[config.mk]
export PLATFORM = sky130hd
export DESIGN_NAME = gray_cntr_rx_flat
export DESIGN_NICKNAME = d
export VERILOG_FILES = /design/src/rtl/gray_cntr_rx_if.sv /design/src/rtl/gray_cntr_rx.sv /design/src/flat_wrapper.sv
export SDC_FILE = /design/constraint.sdc
export NUM_CORES = 1
export LEC_CHECK = 0
export CAP_MARGIN = 20
export CORE_MARGIN = 5
export CORE_UTILIZATION = 35
export CTS_BUF_LIST = sky130_fd_sc_hd__clkbuf_8
export CTS_CLUSTER_SIZE = 40
export DETAILED_ROUTE_END_ITERATION = 10
export DONT_BUFFER_PORTS = 1
export GPL_ROUTABILITY_DRIVEN = 0
export PLACE_DENSITY_LB_ADDON = 0.08
export SYNTH_ARGS = -nofsm -noshare
export SYNTH_HDL_FRONTEND = slang
export SYNTH_SLANG_ARGS = --single-unit
export TNS_END_PERCENT = 20
[constraint.sdc]
create_clock -name clk -period 8.3 [get_ports clk]
set_input_delay 1.66 -clock clk [delete_from_list [all_inputs] [get_ports clk]]
set_output_delay 1.66 -clock clk [all_outputs]
set_load 0.05 [all_outputs]
[src/rtl/gray_cntr_rx_if.sv]
// rtl/gray_cntr_rx_if.sv - Gray count bus and monitor status bundle for gray_cntr_rx
interface gray_cntr_rx_if #(
  parameter int WIDTH = 4,
  parameter int ERRW  = 8
);
  logic             cen;
  logic [WIDTH-1:0] gray_in;
  logic [WIDTH-1:0] bin_out;
  logic             bin_valid;
  logic             step_err;
  logic             wrap;
  logic             locked;
  logic [ERRW-1:0]  err_cnt;

  modport master (
    output cen, gray_in,
    input  bin_out, bin_valid, step_err, wrap, locked, err_cnt
  );

  modport slave (
    input  cen, gray_in,
    output bin_out, bin_valid, step_err, wrap, locked, err_cnt
  );
endinterface

[src/rtl/gray_cntr_rx.sv]
// rtl/gray_cntr_rx.sv - Gray count receiver: decode, step check, lock tracking (option: GRAY_CNTR_RX_STICKY_EN)
module gray_cntr_rx #(
  parameter int WIDTH     = 4,
  parameter int LOCK_CNT  = 3,
  parameter int ERR_LIMIT = 2,
  parameter int ERRW      = 8
) (
  input  logic          clk,
  input  logic          rst,
  gray_cntr_rx_if.slave bus
);
  typedef enum logic {UNLOCK, LOCK} state_t;

  localparam logic [3:0] LOCK_N = LOCK_CNT[3:0];
  localparam logic [3:0] ERR_N  = ERR_LIMIT[3:0];

  state_t           state;
  logic [WIDTH-1:0] new_bin;
  logic [WIDTH-1:0] prev_bin;
  logic [WIDTH-1:0] bin_q;
  logic             have_prev;
  logic [3:0]       good_run;
  logic [3:0]       bad_run;
  logic             valid_q;
  logic             step_err_q;
  logic             wrap_q;
  logic             locked_q;
  logic [ERRW-1:0]  err_cnt_q;
  logic             good_step;

  // Each binary bit is the XOR of all Gray bits at or above its position.
  always_comb begin
    new_bin = '0;
    for (int i = 0; i < WIDTH; i++) begin
      new_bin[i] = ^(bus.gray_in >> i);
    end
  end

  assign good_step = (new_bin == prev_bin + WIDTH'(1));

  always_ff @(posedge clk) begin
    if (rst) begin
      state      <= UNLOCK;
      prev_bin   <= '0;
      bin_q      <= '0;
      have_prev  <= 1'b0;
      good_run   <= '0;
      bad_run    <= '0;
      valid_q    <= 1'b0;
      step_err_q <= 1'b0;
      wrap_q     <= 1'b0;
      locked_q   <= 1'b0;
      err_cnt_q  <= '0;
    end else begin
      valid_q <= bus.cen;
      wrap_q  <= 1'b0;
`ifndef GRAY_CNTR_RX_STICKY_EN
      step_err_q <= 1'b0;
`endif
      if (bus.cen) begin
        bin_q     <= new_bin;
        prev_bin  <= new_bin;
        have_prev <= 1'b1;
        if (have_prev) begin
          if (good_step) begin
            wrap_q <= (prev_bin == '1);
            if (state == LOCK) begin
              bad_run <= '0;
            end else if (good_run + 4'd1 == LOCK_N) begin
              state    <= LOCK;
              locked_q <= 1'b1;
              good_run <= '0;
              bad_run  <= '0;
            end else begin
              good_run <= good_run + 4'd1;
            end
          end else begin
            step_err_q <= 1'b1;
            if (err_cnt_q != '1) begin
              err_cnt_q <= err_cnt_q + ERRW'(1);
            end
            if (state == UNLOCK) begin
              good_run <= '0;
            end else if (bad_run + 4'd1 == ERR_N) begin
              state    <= UNLOCK;
              locked_q <= 1'b0;
              good_run <= '0;
              bad_run  <= '0;
            end else begin
              bad_run <= bad_run + 4'd1;
            end
          end
        end
      end
    end
  end

  assign bus.bin_out   = bin_q;
  assign bus.bin_valid = valid_q;
  assign bus.step_err  = step_err_q;
  assign bus.wrap      = wrap_q;
  assign bus.locked    = locked_q;
  assign bus.err_cnt   = err_cnt_q;
endmodule

[src/flat_wrapper.sv]
// flat-port wrapper written by rule: the top's interface ports become plain ports
module gray_cntr_rx_flat 
#(
  parameter int WIDTH     = 4,
  parameter int LOCK_CNT  = 3,
  parameter int ERR_LIMIT = 2,
  parameter int ERRW      = 8
)
  (clk, rst, bus_cen, bus_gray_in, bus_bin_out, bus_bin_valid, bus_step_err, bus_wrap, bus_locked, bus_err_cnt);
  gray_cntr_rx_if #(.WIDTH(WIDTH), .ERRW(ERRW)) bus_i ();
  input  logic clk;
  input  logic rst;
  input wire logic [$bits(bus_i.cen)-1:0] bus_cen;
  input wire logic [$bits(bus_i.gray_in)-1:0] bus_gray_in;
  output wire logic [$bits(bus_i.bin_out)-1:0] bus_bin_out;
  output wire logic [$bits(bus_i.bin_valid)-1:0] bus_bin_valid;
  output wire logic [$bits(bus_i.step_err)-1:0] bus_step_err;
  output wire logic [$bits(bus_i.wrap)-1:0] bus_wrap;
  output wire logic [$bits(bus_i.locked)-1:0] bus_locked;
  output wire logic [$bits(bus_i.err_cnt)-1:0] bus_err_cnt;
  assign bus_i.cen = bus_cen;
  assign bus_i.gray_in = bus_gray_in;
  assign bus_bin_out = bus_i.bin_out;
  assign bus_bin_valid = bus_i.bin_valid;
  assign bus_step_err = bus_i.step_err;
  assign bus_wrap = bus_i.wrap;
  assign bus_locked = bus_i.locked;
  assign bus_err_cnt = bus_i.err_cnt;
  gray_cntr_rx #(.WIDTH(WIDTH), .LOCK_CNT(LOCK_CNT), .ERR_LIMIT(ERR_LIMIT), .ERRW(ERRW)) u_core (.clk(clk), .rst(rst), .bus(bus_i));
endmodule
Word level (Yosys, flattened, before mapping)
Index checks and enable logic that the tools add are counted.
W data, S select, Z words.

operators by class
  $add $sub $neg = 4
  eq/ne operators = 7
  mux-type cells = 21
  bitwise gates (word level) = 3
  reduce and logical (&&, ||, !) cells = 14

operators with widths
  operator               number
  $mux W4                10
  $reduce_xor A4 Y1      4
  $add A4 B1 Y4 const B  3
  $reduce_and A4 Y1      3
  $mux W1                11
  $add A8 B1 Y8 const B  1
  $eq A4 B2 Y1 const B   2
  $ne A8 B8 Y1 const B   1
  $reduce_and A6 Y1      1
  $reduce_bool A2 Y1     3
  $eq A4 B4 Y1           1
  $eq A4 B4 Y1 const B   1
  $ne A2 B2 Y1 const B   2
  $reduce_or A4 Y1       1
  $not A1 Y1             3
  $reduce_or A3 Y1       1
  $reduce_and A2 Y1      1

storage, ports and cells
  register bits = 26
  input bits = 7
  output and inout bits = 16
  logic and storage cells = 59

Logic depth before layout (Yosys ltp)
Gate-level depths: netlist of the first run.

  word-level depth = 5
  mapped depth = 11
  mapped depth without buffers = 9

Worst setup path before layout of the first run
OpenSTA, ideal clock, no wires.

  kind = input -> register
  start point = input port bus_gray_in[3]
  end point = register u_core.bad_run[0]
  library setup time = 0.070 ns
  data arrival time = 4.230 ns
  required time = 8.230 ns
  setup slack = 4.000 ns
  stages on the path = 9
  buffers on the path = 1
  cell sequence = xor3_1 -> or3_4 -> a211oi_4 -> buf_6 -> inv_2 -> ha_1 -> a21oi_1 -> or4b_2 -> a21oi_1

between the ends
  longest elaborated chain between the ends = 4
  elaborated cells between the ends (all ways) = 8
  those cells by class = eq/ne (1); mux (1); reduce/logical (6)

ends and longest elaborated chain
  item                                 line                text
  from (decl)                          flat_wrapper.sv:14  input wire logic [$bits(bus_i.gray_in)-1:0] bus_gray_in;
  $reduce_xor A4 Y1                    gray_cntr_rx.sv:35  new_bin[i] = ^(bus.gray_in >> i);
  $eq A4 B4 Y1 (*)                     gray_cntr_rx.sv:39  assign good_step = (new_bin == prev_bin + WIDTH'(1));
  $reduce_bool A2 Y1 (no source line)  -
  $reduce_and A4 Y1 (no source line)   -
  to (signal assigned)                 gray_cntr_rx.sv:90  bad_run <= bad_run + 4'd1;
  to (decl)                            gray_cntr_rx.sv:23  logic [3:0] bad_run;

Mark *: on every way between the ends. The rest lies on a longest branch, timed or not.
A chain may end at the register's enable or synchronous reset.

Worst setup path in the final report of the first run
Same ends and word-level chain as after synthesis.

==> results.py, run 1 <==
metrics = {
    "outcome": {
        "status": "completed",
    },
    "sta": {
        "tightest_slew_ns": 0.9601,
        "post-route-period-util_pct": 56.10,
        "finalHoldViolations": 0,
        "max_freq_mhz": 214.8,
        "layout_min_cycle_time_ns": 4.656,
        "relSlewSlack_pct": 35.79,
        "fin_skew_ns": 0.004579,
        "slew_violations": 0,
        "worst_slack_ns": 3.644,
        "rsz0062_at_grt": "false",
        "finalSetupViolCount": 0,
        "tns_ns": 0,
    },
    "global_route": {
        "grt_first_pass_wirelength_um": 5658,
        "grtUsageTotal_pct": 12.86,
        "grt_pass1_vias": 1178,
        "antenna_found_initial": 0,
        "overflow": 0,
        "grt_max_degree": 31,
    },
    "logic_synthesis": {
        "syn_nets": 184,
        "synth_area_um2": 1491,
        "ys_ff_latch": 26,
        "syn_inst": 169,
        "yosysSeqAreaShare_pct": 34.90,
        "synthFlopType": "dfxtp_1",
        "synth_cell_type_count": 53,
        "yosysWarnings": 0,
        "synth_edf_count": 0,
        "synthArstFlopShare_pct": 0,
        "synth_area_per_cell_um2": 8.825,
    },
    "final_layout": {
        "area_growth_pct": 5.286,
        "nFillCells": 417,
        "n_antenna_cell": 0,
        "drive_gt1_share_pct": 7.784,
        "register_area_um2": 520.5,
        "fin_nets": 183,
        "stdcell_count": 217,
        "multi_input_area_um2": 909.6,
    },
    "drt": {
        "wl_um": 3309,
        "detail-route-antenna-nets": 0,
        "first_pass_iters": 4,
        "vias": 1222,
        "initialDrtViolationCount": 73,
        "via_per_inst": 5.631,
        "drc_errors": 0,
        "post_drt_wl_per_cell_um": 15.25,
    },
    "die": {
        "start_util_pct": 36.76,
        "ios": 23,
        "die_w_um": 75.28,
        "core_um2": 4058,
        "fp.dieH_um": 75.28,
        "num_rows": 23,
        "die_area_um2": 5667,
    },
    "cts": {
        "clkLatencyLatePin_ns": 0.27,
        "hold_buffers": 0,
        "clockBufferDepth": 2,
        "ctsResizeCount": 0,
        "path_clk_slew_ns": 0.10,
        "cts_setup_buffers": 0,
        "cts-root-buf": "clkbuf_8",
        "cts_tree": "yes",
        "cts.sinks": 26,
        "htree_levels": 1,
        "cts-buffers-inserted": 3,
    },
    "worst_setup_path": {
        "cp-end-kind": "flop",
        "cp.arrival_ns": 4.87,
        "worstSetupPathType": "in2reg",
        "required_ns": 8.51,
        "path_max_fanout": 26,
        "startpoint_type": "input pin",
    },
    "placement": {
        "dpl.cell_count": 213,
        "port_buffers": 0,
        "dp_slack_ns": 3.376,
        "dpl.hpwl_um": 2395,
    },
    "power_and_ir_drop": {
        "powerDensity_nw_per_um2": 159.2,
        "finalPower_mw": 0.2500,
        "leakage_nw": 0.5654,
        "ir_worst_vdd_mv": 0.08829,
    },
    "job": {
        "maxCapViolations": 0,
    },
    "worst_hold_path": {
        "holdCritPathClass": "reg2reg",
    },
}
[routing by layer]
metal	vias up	global-route usage [%]	share of wire [%]	wire [um]
met5	-	0	0	0
met4	0	3.107	0.63	21
met3	2	4.539	4.7	157
met2	21	21.00	48	1572
met1	579	16.21	47	1556
li1	620	-	-	-
[cells in the mapped netlist, types with 2 or more instances]
cell type,number,area share (%)
a2111oi_0,2,1.2
nand2_1,15,3.8
dfxtp_1,26,35
ha_1,8,6.7
nor2_1,9,2.3
o31ai_1,6,3.0
inv_1,5,1.3
a21oi_1,12,4.0
nor3b_1,2,1.0
nor3_1,6,2.0
a31o_2,2,1.2
clkbuf_1,2,0.50
xnor2_1,5,2.9
xor2_1,2,1.2
o21ai_0,4,1.3
nor2b_1,4,1.7
and3_1,3,1.3
o21ai_1,2,0.67
a211oi_1,2,1.0
or4_1,3,1.5
mux2i_1,3,2.0
buf_6,2,1.5
or3_1,3,1.3
nand3_1,12,4.0
[flip-flops by register name, indices dropped and copies added, names as in the netlist]
| register | flops |
|---|---|
| u_core.good_run | 4 |
| u_core.prev_bin | 4 |
| u_core.bad_run | 4 |
| u_core.have_prev | 1 |
| u_core.bus.locked | 1 |
| u_core.bus.bin_valid | 1 |
| u_core.state | 1 |
| u_core.bus.step_err | 1 |
| u_core.bus.err_cnt | 8 |
| u_core.bus.wrap | 1 |
[metrics by stage]
step                      util, %  hold slack [ns]  instance area [um^2]
after floorplan                 -           0.4961                  1491
after global placement      37.34           0.5204                  1515
after detailed placement    37.34           0.5362                  1515
after CTS                   38.70           0.5509                  1570
after global routing        38.70           0.5916                  1570
final                       38.70           0.5502                  1570
[layout make-up]
type                    count  share of cell area [%]
well taps                  50                   3.984
inverters                   6                   1.434
flip-flops and latches     26                   33.15
multi-input cells         131                   57.93
clock buffers               4                   3.506
[cell usage in the layout (no fill, tap or decap), types with 3 or more instances in the layout]
| cell | count |
|---|---|
| nand2_1 | 15 |
| mux2i_1 | 3 |
| o31ai_1 | 6 |
| or4_1 | 3 |
| xnor2_1 | 5 |
| clkbuf_8 | 4 |
| ha_1 | 8 |
| nor2b_1 | 4 |
| and3_1 | 3 |
| a21oi_1 | 12 |
| nand3_1 | 12 |
| or3_1 | 3 |
| dfxtp_1 | 26 |
| nor2_1 | 9 |
| nor3_1 | 6 |
| inv_1 | 5 |
| o21ai_0 | 4 |
[path summary, 6_finish.rpt]
kind	from	to	slack (ns)	depth (start not counted)
worst max register to register	u_core.prev_bin[0]$_SDFFE_PP0P_	u_core.bad_run[0]$_SDFFE_PP0P_	4.40	8
worst max-delay path	bus_gray_in[3]	u_core.bad_run[0]$_SDFFE_PP0P_	3.64	8
worst min register to register	u_core.good_run[2]$_SDFFE_PP0P_	u_core.good_run[2]$_SDFFE_PP0P_	0.55	2
worst min-delay path	u_core.good_run[2]$_SDFFE_PP0P_	u_core.good_run[2]$_SDFFE_PP0P_	0.55	2
[logic make-up after synthesis]
family	Yosys count	synth area share, %
flops	26	34.90
fa+ha+maj	8	6.712
mux	4	2.768
simple gates	68	25.34
buf+inv	12	4.110
xor+xnor	8	5.705
compound gates	43	20.47
[where the power goes]
| part | leakage (nW) | switching, mW | internal (mW) |
|---|---|---|---|
| registers | 0.211 | 0.0129 | 0.128 |
| clock network | 0.0288 | 0.0419 | 0.0425 |
| logic | 0.325 | 0.0142 | 0.0108 |
[critical path, stage by stage]
cell	delay [ns]
xor3_1	0.45
or3_4	0.42
a211oi_4	0.83
inv_2	0.11
ha_1	0.21
a21oi_1	0.43
or4b_2	0.63
a21oi_1	0.14
(Power assumes the default switching activity.)
==> inputs of run 2 (changes only) <==
==> constraint.sdc (replaced) <==
create_clock -name clk -period 4.2 [get_ports clk]
set_input_delay 0.84 -clock clk [delete_from_list [all_inputs] [get_ports clk]]
set_output_delay 0.84 -clock clk [all_outputs]
set_load 0.05 [all_outputs]
==> run 2 against run 1 <==
Compared with the run above:
- final area rose by 2.5%
- core utilization rose by 0.96 points
- via count rose by 2.4%
- cell count rose by 1.4%
- critical endpoint unchanged
- sequential power rose by 94%
==> results.py, run 2 (same netlist as run 1, synthesis figures left out) <==
metrics = {
    "cts": {
        "htree_levels": 1,
        "cts_tree": "yes",
        "cts.sinks": 26,
        "cts_setup_buffers": 0,
        "ctsResizeCount": 0,
        "path_clk_slew_ns": 0.10,
        "hold_buffers": 0,
        "clockBufferDepth": 2,
        "clkLatencyLatePin_ns": 0.28,
        "cts-buffers-inserted": 3,
        "cts-root-buf": "clkbuf_8",
    },
    "global_route": {
        "overflow": 0,
        "grtUsageTotal_pct": 13.36,
        "grt_first_pass_wirelength_um": 5823,
        "grt_max_degree": 31,
        "antenna_found_initial": 0,
        "grt_pass1_vias": 1251,
    },
    "final_layout": {
        "layout_common_cells": "dfxtp_1 (26), nand2_1 (15), nand3_1 (12), a21oi_1 (12), nor2_1 (9)",
        "stdcell_count": 220,
        "final_common_cell": "dfxtp_1",
        "fin_nets": 186,
        "largest_reg_flops": 8,
        "n_antenna_cell": 0,
        "final_util_pct": 39.65,
        "drive_gt1_share_pct": 9.412,
        "area_growth_pct": 7.886,
    },
    "power_and_ir_drop": {
        "finalPower_mw": 0.5435,
        "intPower_mw": 0.4037,
        "swShare_pct": 25.72,
        "combPwrFrac_pct": 10.6,
        "ir_worst_vdd_mv": 0.2326,
        "p_clk_share_pct": 39.2,
        "pwr-share-seq_pct": 50.2,
        "netSwitchingPower_mw": 0.1398,
        "leakage_nw": 0.5884,
        "powerDensity_nw_per_um2": 337.8,
    },
    "worst_setup_path": {
        "required_ns": 4.41,
        "cp-end-kind": "flop",
        "startpoint_type": "flop",
        "path_max_fanout": 8,
        "worstSetupPathType": "reg2reg",
        "cp.arrival_ns": 3.22,
        "r2r_slack_ns": 1.20,
    },
    "outcome": {
        "status": "completed",
    },
    "drt": {
        "via_per_inst": 5.686,
        "initialDrtViolationCount": 89,
        "vias": 1251,
        "post_drt_wl_per_cell_um": 15.05,
        "detail-route-antenna-nets": 0,
        "drc_errors": 0,
        "wl_um": 3311,
        "first_pass_iters": 4,
    },
    "sta": {
        "finalSetupViolCount": 0,
        "slew_violations": 0,
        "tns_ns": 0,
        "relSlewSlack_pct": 57.04,
        "finalHoldViolations": 0,
        "max_freq_mhz": 333.1,
        "layout_min_cycle_time_ns": 3.002,
        "post-route-period-util_pct": 71.48,
        "rsz0062_at_grt": "false",
        "fin_skew_ns": 0.01339,
        "tightest_slew_ns": 0.6436,
    },
    "job": {
        "maxCapViolations": 0,
    },
    "die": {
        "start_util_pct": 36.76,
        "fp.dieH_um": 75.28,
        "die_w_um": 75.28,
        "num_rows": 23,
        "core_um2": 4058,
        "ios": 23,
        "die_area_um2": 5667,
    },
    "worst_hold_path": {
        "holdCritPathClass": "reg2reg",
    },
    "placement": {
        "port_buffers": 0,
        "dpl.cell_count": 216,
        "dpl.hpwl_um": 2387,
    },
}
==> run 2: changes by cell type in the layout (fill, tap and decap cells not counted), sizes merged <==
cell / delta
bufinv: +1
clkbuf: -1
buf: +3
==> run 2: critical path, cell delays in order (launching register included) <==
cell and delay (ns):
dfxtp_1 0.69, ha_1 0.35, or3_4 0.41, a211oi_4 0.23, inv_2 0.07, ha_1 0.18, a21oi_1 0.11, buf_4 0.16
or4b_2 0.58, a21oi_1 0.16
==> run 2: power by group through the flow <==
stage               Sequential [mW]  Combinational [mW]  Clock [mW]
global route                  0.274              0.0654       0.228
finish                        0.273              0.0577       0.213
floorplan                     0.282              0.0506           0
detailed placement            0.279              0.0581           0
global placement              0.279              0.0566           0
CTS                           0.273              0.0582       0.218
==> run 2: final cells by class <==
type                    count  area, um^2
flip-flops and latches     26       520.5
multi-input cells         131       909.6
clock inverters             1       30.03
inverters                   6       22.52
repair buffers              3       22.52
well taps                  50       62.56
clock buffers               3       41.29
fillers                   410        2449
==> run 2: through the flow <==
step           setup WS (ns)  hold WS (ns)  area (um^2)
3_5_place_dp          0.9128        0.5276         1538
6_report               1.198        0.5397         1609
5_1_grt                1.005        0.5888         1609
2_1_floorplan         0.7195        0.4961         1491
4_1_cts                1.185        0.5416         1609
3_3_place_gp          0.9924        0.5205         1538
==> run 2: layer usage <==
layer | vias up | global-route usage, % | share of wire [%]
li1 | 629 | - | -
met1 | 593 | 17.03 | 48
met2 | 29 | 21.48 | 47
met3 | 0 | 4.406 | 5.7
met4 | 0 | 3.883 | 0
met5 | - | 0 | 0
==> run 2: worst paths after layout <==
| check | to | depth (start not counted) | start |
|---|---|---|---|
| setup / recovery | u_core.bad_run[0]$_SDFFE_PP0P_ | 9 | u_core.prev_bin[1]$_SDFFE_PP0P_ |
| hold / removal | u_core.have_prev$_SDFFE_PP0P_ | 2 | u_core.have_prev$_SDFFE_PP0P_ |
| setup reg to reg | u_core.bad_run[0]$_SDFFE_PP0P_ | 9 | u_core.prev_bin[1]$_SDFFE_PP0P_ |
| hold reg to reg | u_core.have_prev$_SDFFE_PP0P_ | 2 | u_core.have_prev$_SDFFE_PP0P_ |
==> inputs of run 3 (changes only) <==
==> constraint.sdc (replaced) <==
create_clock -name clk -period 3 [get_ports clk]
set_input_delay 0.6 -clock clk [delete_from_list [all_inputs] [get_ports clk]]
set_output_delay 0.6 -clock clk [all_outputs]
set_load 0.05 [all_outputs]
==> run 3 against run 2 <==
Compared with the run above:
- core utilization increased by 1.4 points
- cell count rose by 1.4%
- routed wire length rose by 1.3%
- critical path depth down 1
- power increased by 41%
- register-to-register slack lost 0.58 ns
- highest routed layer is now met4
- final area up 3.5%
==> results.py, run 3 (same netlist as run 1, synthesis figures left out) <==
metrics = {
    "cts": {
        "cts_setup_buffers": 0,
        "cts-buffers-inserted": 3,
        "hold_buffers": 0,
        "cts.sinks": 26,
        "cts_tree": "yes",
        "ctsResizeCount": 0,
        "clkLatencyLatePin_ns": 0.28,
        "clockBufferDepth": 2,
        "htree_levels": 1,
        "cts-root-buf": "clkbuf_8",
        "path_clk_slew_ns": 0.10,
    },
    "sta": {
        "tightest_slew_ns": 0.6335,
        "relSlewSlack_pct": 57.71,
        "slew_violations": 0,
        "post-route-period-util_pct": 85.10,
        "finalSetupViolCount": 0,
        "fin_skew_ns": 0.005863,
        "max_freq_mhz": 391.7,
        "rsz0062_at_grt": "false",
        "layout_min_cycle_time_ns": 2.553,
        "finalHoldViolations": 0,
    },
    "worst_setup_path": {
        "worstSetupPathType": "in2reg",
        "rr_worst_depth": 9,
        "timing.rr.end": "u_core.bad_run[0]$_SDFFE_PP0P_",
        "cp-end-kind": "flop",
        "r2r_slack_ns": 0.62,
        "startpoint_type": "input pin",
        "cp.arrival_ns": 2.78,
        "path_max_fanout": 4,
        "required_ns": 3.22,
        "reg2reg_from": "u_core.prev_bin[0]$_SDFFE_PP0P_",
    },
    "final_layout": {
        "fin_nets": 189,
        "design_area_um2": 1665,
        "drive_gt1_share_pct": 12.72,
        "n_antenna_cell": 0,
        "largest_reg_flops": 8,
        "final_common_cell": "dfxtp_1",
        "area_growth_pct": 11.66,
        "stdcell_count": 223,
        "layout_common_cells": "dfxtp_1 (26), nand2_1 (15), nand3_1 (12)",
    },
    "outcome": {
        "status": "completed",
    },
    "power_and_ir_drop": {
        "intPower_mw": 0.5704,
        "p_clk_share_pct": 38.7,
        "leakage_nw": 0.6085,
        "netSwitchingPower_mw": 0.1966,
        "finalPower_mw": 0.7670,
        "swShare_pct": 25.64,
        "powerDensity_nw_per_um2": 460.6,
        "pwr-share-seq_pct": 48.3,
        "combPwrFrac_pct": 13.0,
        "ir_worst_vdd_mv": 0.3373,
    },
    "drt": {
        "via_per_inst": 5.628,
        "post_drt_wl_per_cell_um": 15.04,
        "vias": 1255,
        "initialDrtViolationCount": 62,
        "first_pass_iters": 4,
        "wl_um": 3355,
        "drc_errors": 0,
        "detail-route-antenna-nets": 0,
    },
    "placement": {
        "place_area_um2": 1594,
        "dpl.hpwl_um": 2414,
        "dpl.cell_count": 219,
        "port_buffers": 0,
    },
    "worst_hold_path": {
        "holdCritPathClass": "in2reg",
        "hold_path_depth": 1,
        "whs_endpoint": "u_core.bad_run[0]$_SDFFE_PP0P_",
        "hp-start": "rst",
    },
    "global_route": {
        "grt_pass1_vias": 1203,
        "grt_first_pass_wirelength_um": 5733,
        "antenna_found_initial": 0,
        "overflow": 0,
        "grtUsageTotal_pct": 13.11,
        "grt_max_degree": 31,
    },
    "die": {
        "die_w_um": 75.28,
        "ios": 23,
        "num_rows": 23,
        "start_util_pct": 36.76,
        "die_area_um2": 5667,
        "fp.dieH_um": 75.28,
        "core_um2": 4058,
    },
    "job": {
        "maxCapViolations": 0,
    },
}
-- run 3: worst max path at each step --
stage | start | end | slack [ns] | cells past startpoint
after global routing | bus_gray_in[1] | u_core.bad_run[0]$_SDFFE_PP0P_ | 0.39 | 8
after detailed placement | bus_gray_in[1] | u_core.bad_run[0]$_SDFFE_PP0P_ | 0.16 | 8
after global placement | bus_gray_in[1] | u_core.bad_run[0]$_SDFFE_PP0P_ | 0.20 | 8
after floorplan | bus_gray_in[1] | u_core.bad_run[0]$_SDFFE_PP0P_ | -0.009 | 9
after CTS | bus_gray_in[1] | u_core.bad_run[0]$_SDFFE_PP0P_ | 0.44 | 8
final | bus_gray_in[1] | u_core.bad_run[0]$_SDFFE_PP0P_ | 0.45 | 8
-- run 3: power groups by stage --
stage	registers, mW	clock network [mW]	logic [mW]
finish	0.370	0.297	0.100
global route	0.372	0.322	0.111
CTS	0.371	0.305	0.102
detailed placement	0.379	0	0.101
global placement	0.379	0	0.100
floorplan	0.394	0	0.0742
-- run 3: through the flow --
| step | hold WS (ns) | util, % | setup WS, ns | TNS, ns |
|---|---|---|---|---|
| 4_1_cts | 0.3639 | 41.04 | 0.4443 | 0 |
| 3_5_place_dp | 0.5269 | 39.28 | 0.1645 | 0 |
| 3_3_place_gp | 0.5118 | 39.28 | 0.1952 | 0 |
| 6_report | 0.3781 | 41.04 | 0.4470 | 0 |
| 5_1_grt | 0.3485 | 41.04 | 0.3891 | 0 |
| 2_1_floorplan | 0.4961 | - | -0.008842 | -0.008842 |
-- run 3: worst max-delay path: stages --
cell	delay, ns
xor3_1	0.45
or3_4	0.44
a211oi_4	0.34
inv_4	0.07
ha_4	0.17
a21oi_4	0.10
or4b_4	0.47
a21oi_2	0.13
-- run 3: routing by layer --
metal	global-route usage, %	vias up	wire [um]
met5	0	-	0
met3	4.406	2	192
li1	-	636	-
met1	17.10	594	1639
met4	2.913	0	21
met2	21.00	23	1502
-- run 3: final cells by class --
cell class	count	area [um^2]
fill	401	2392
multi-input combinational	131	940.9
sequential	26	520.5
tap	50	62.56
timing repair buffer	6	45.04
clock buffer	3	41.29
clock inverter	1	30.03
inverter	6	25.02
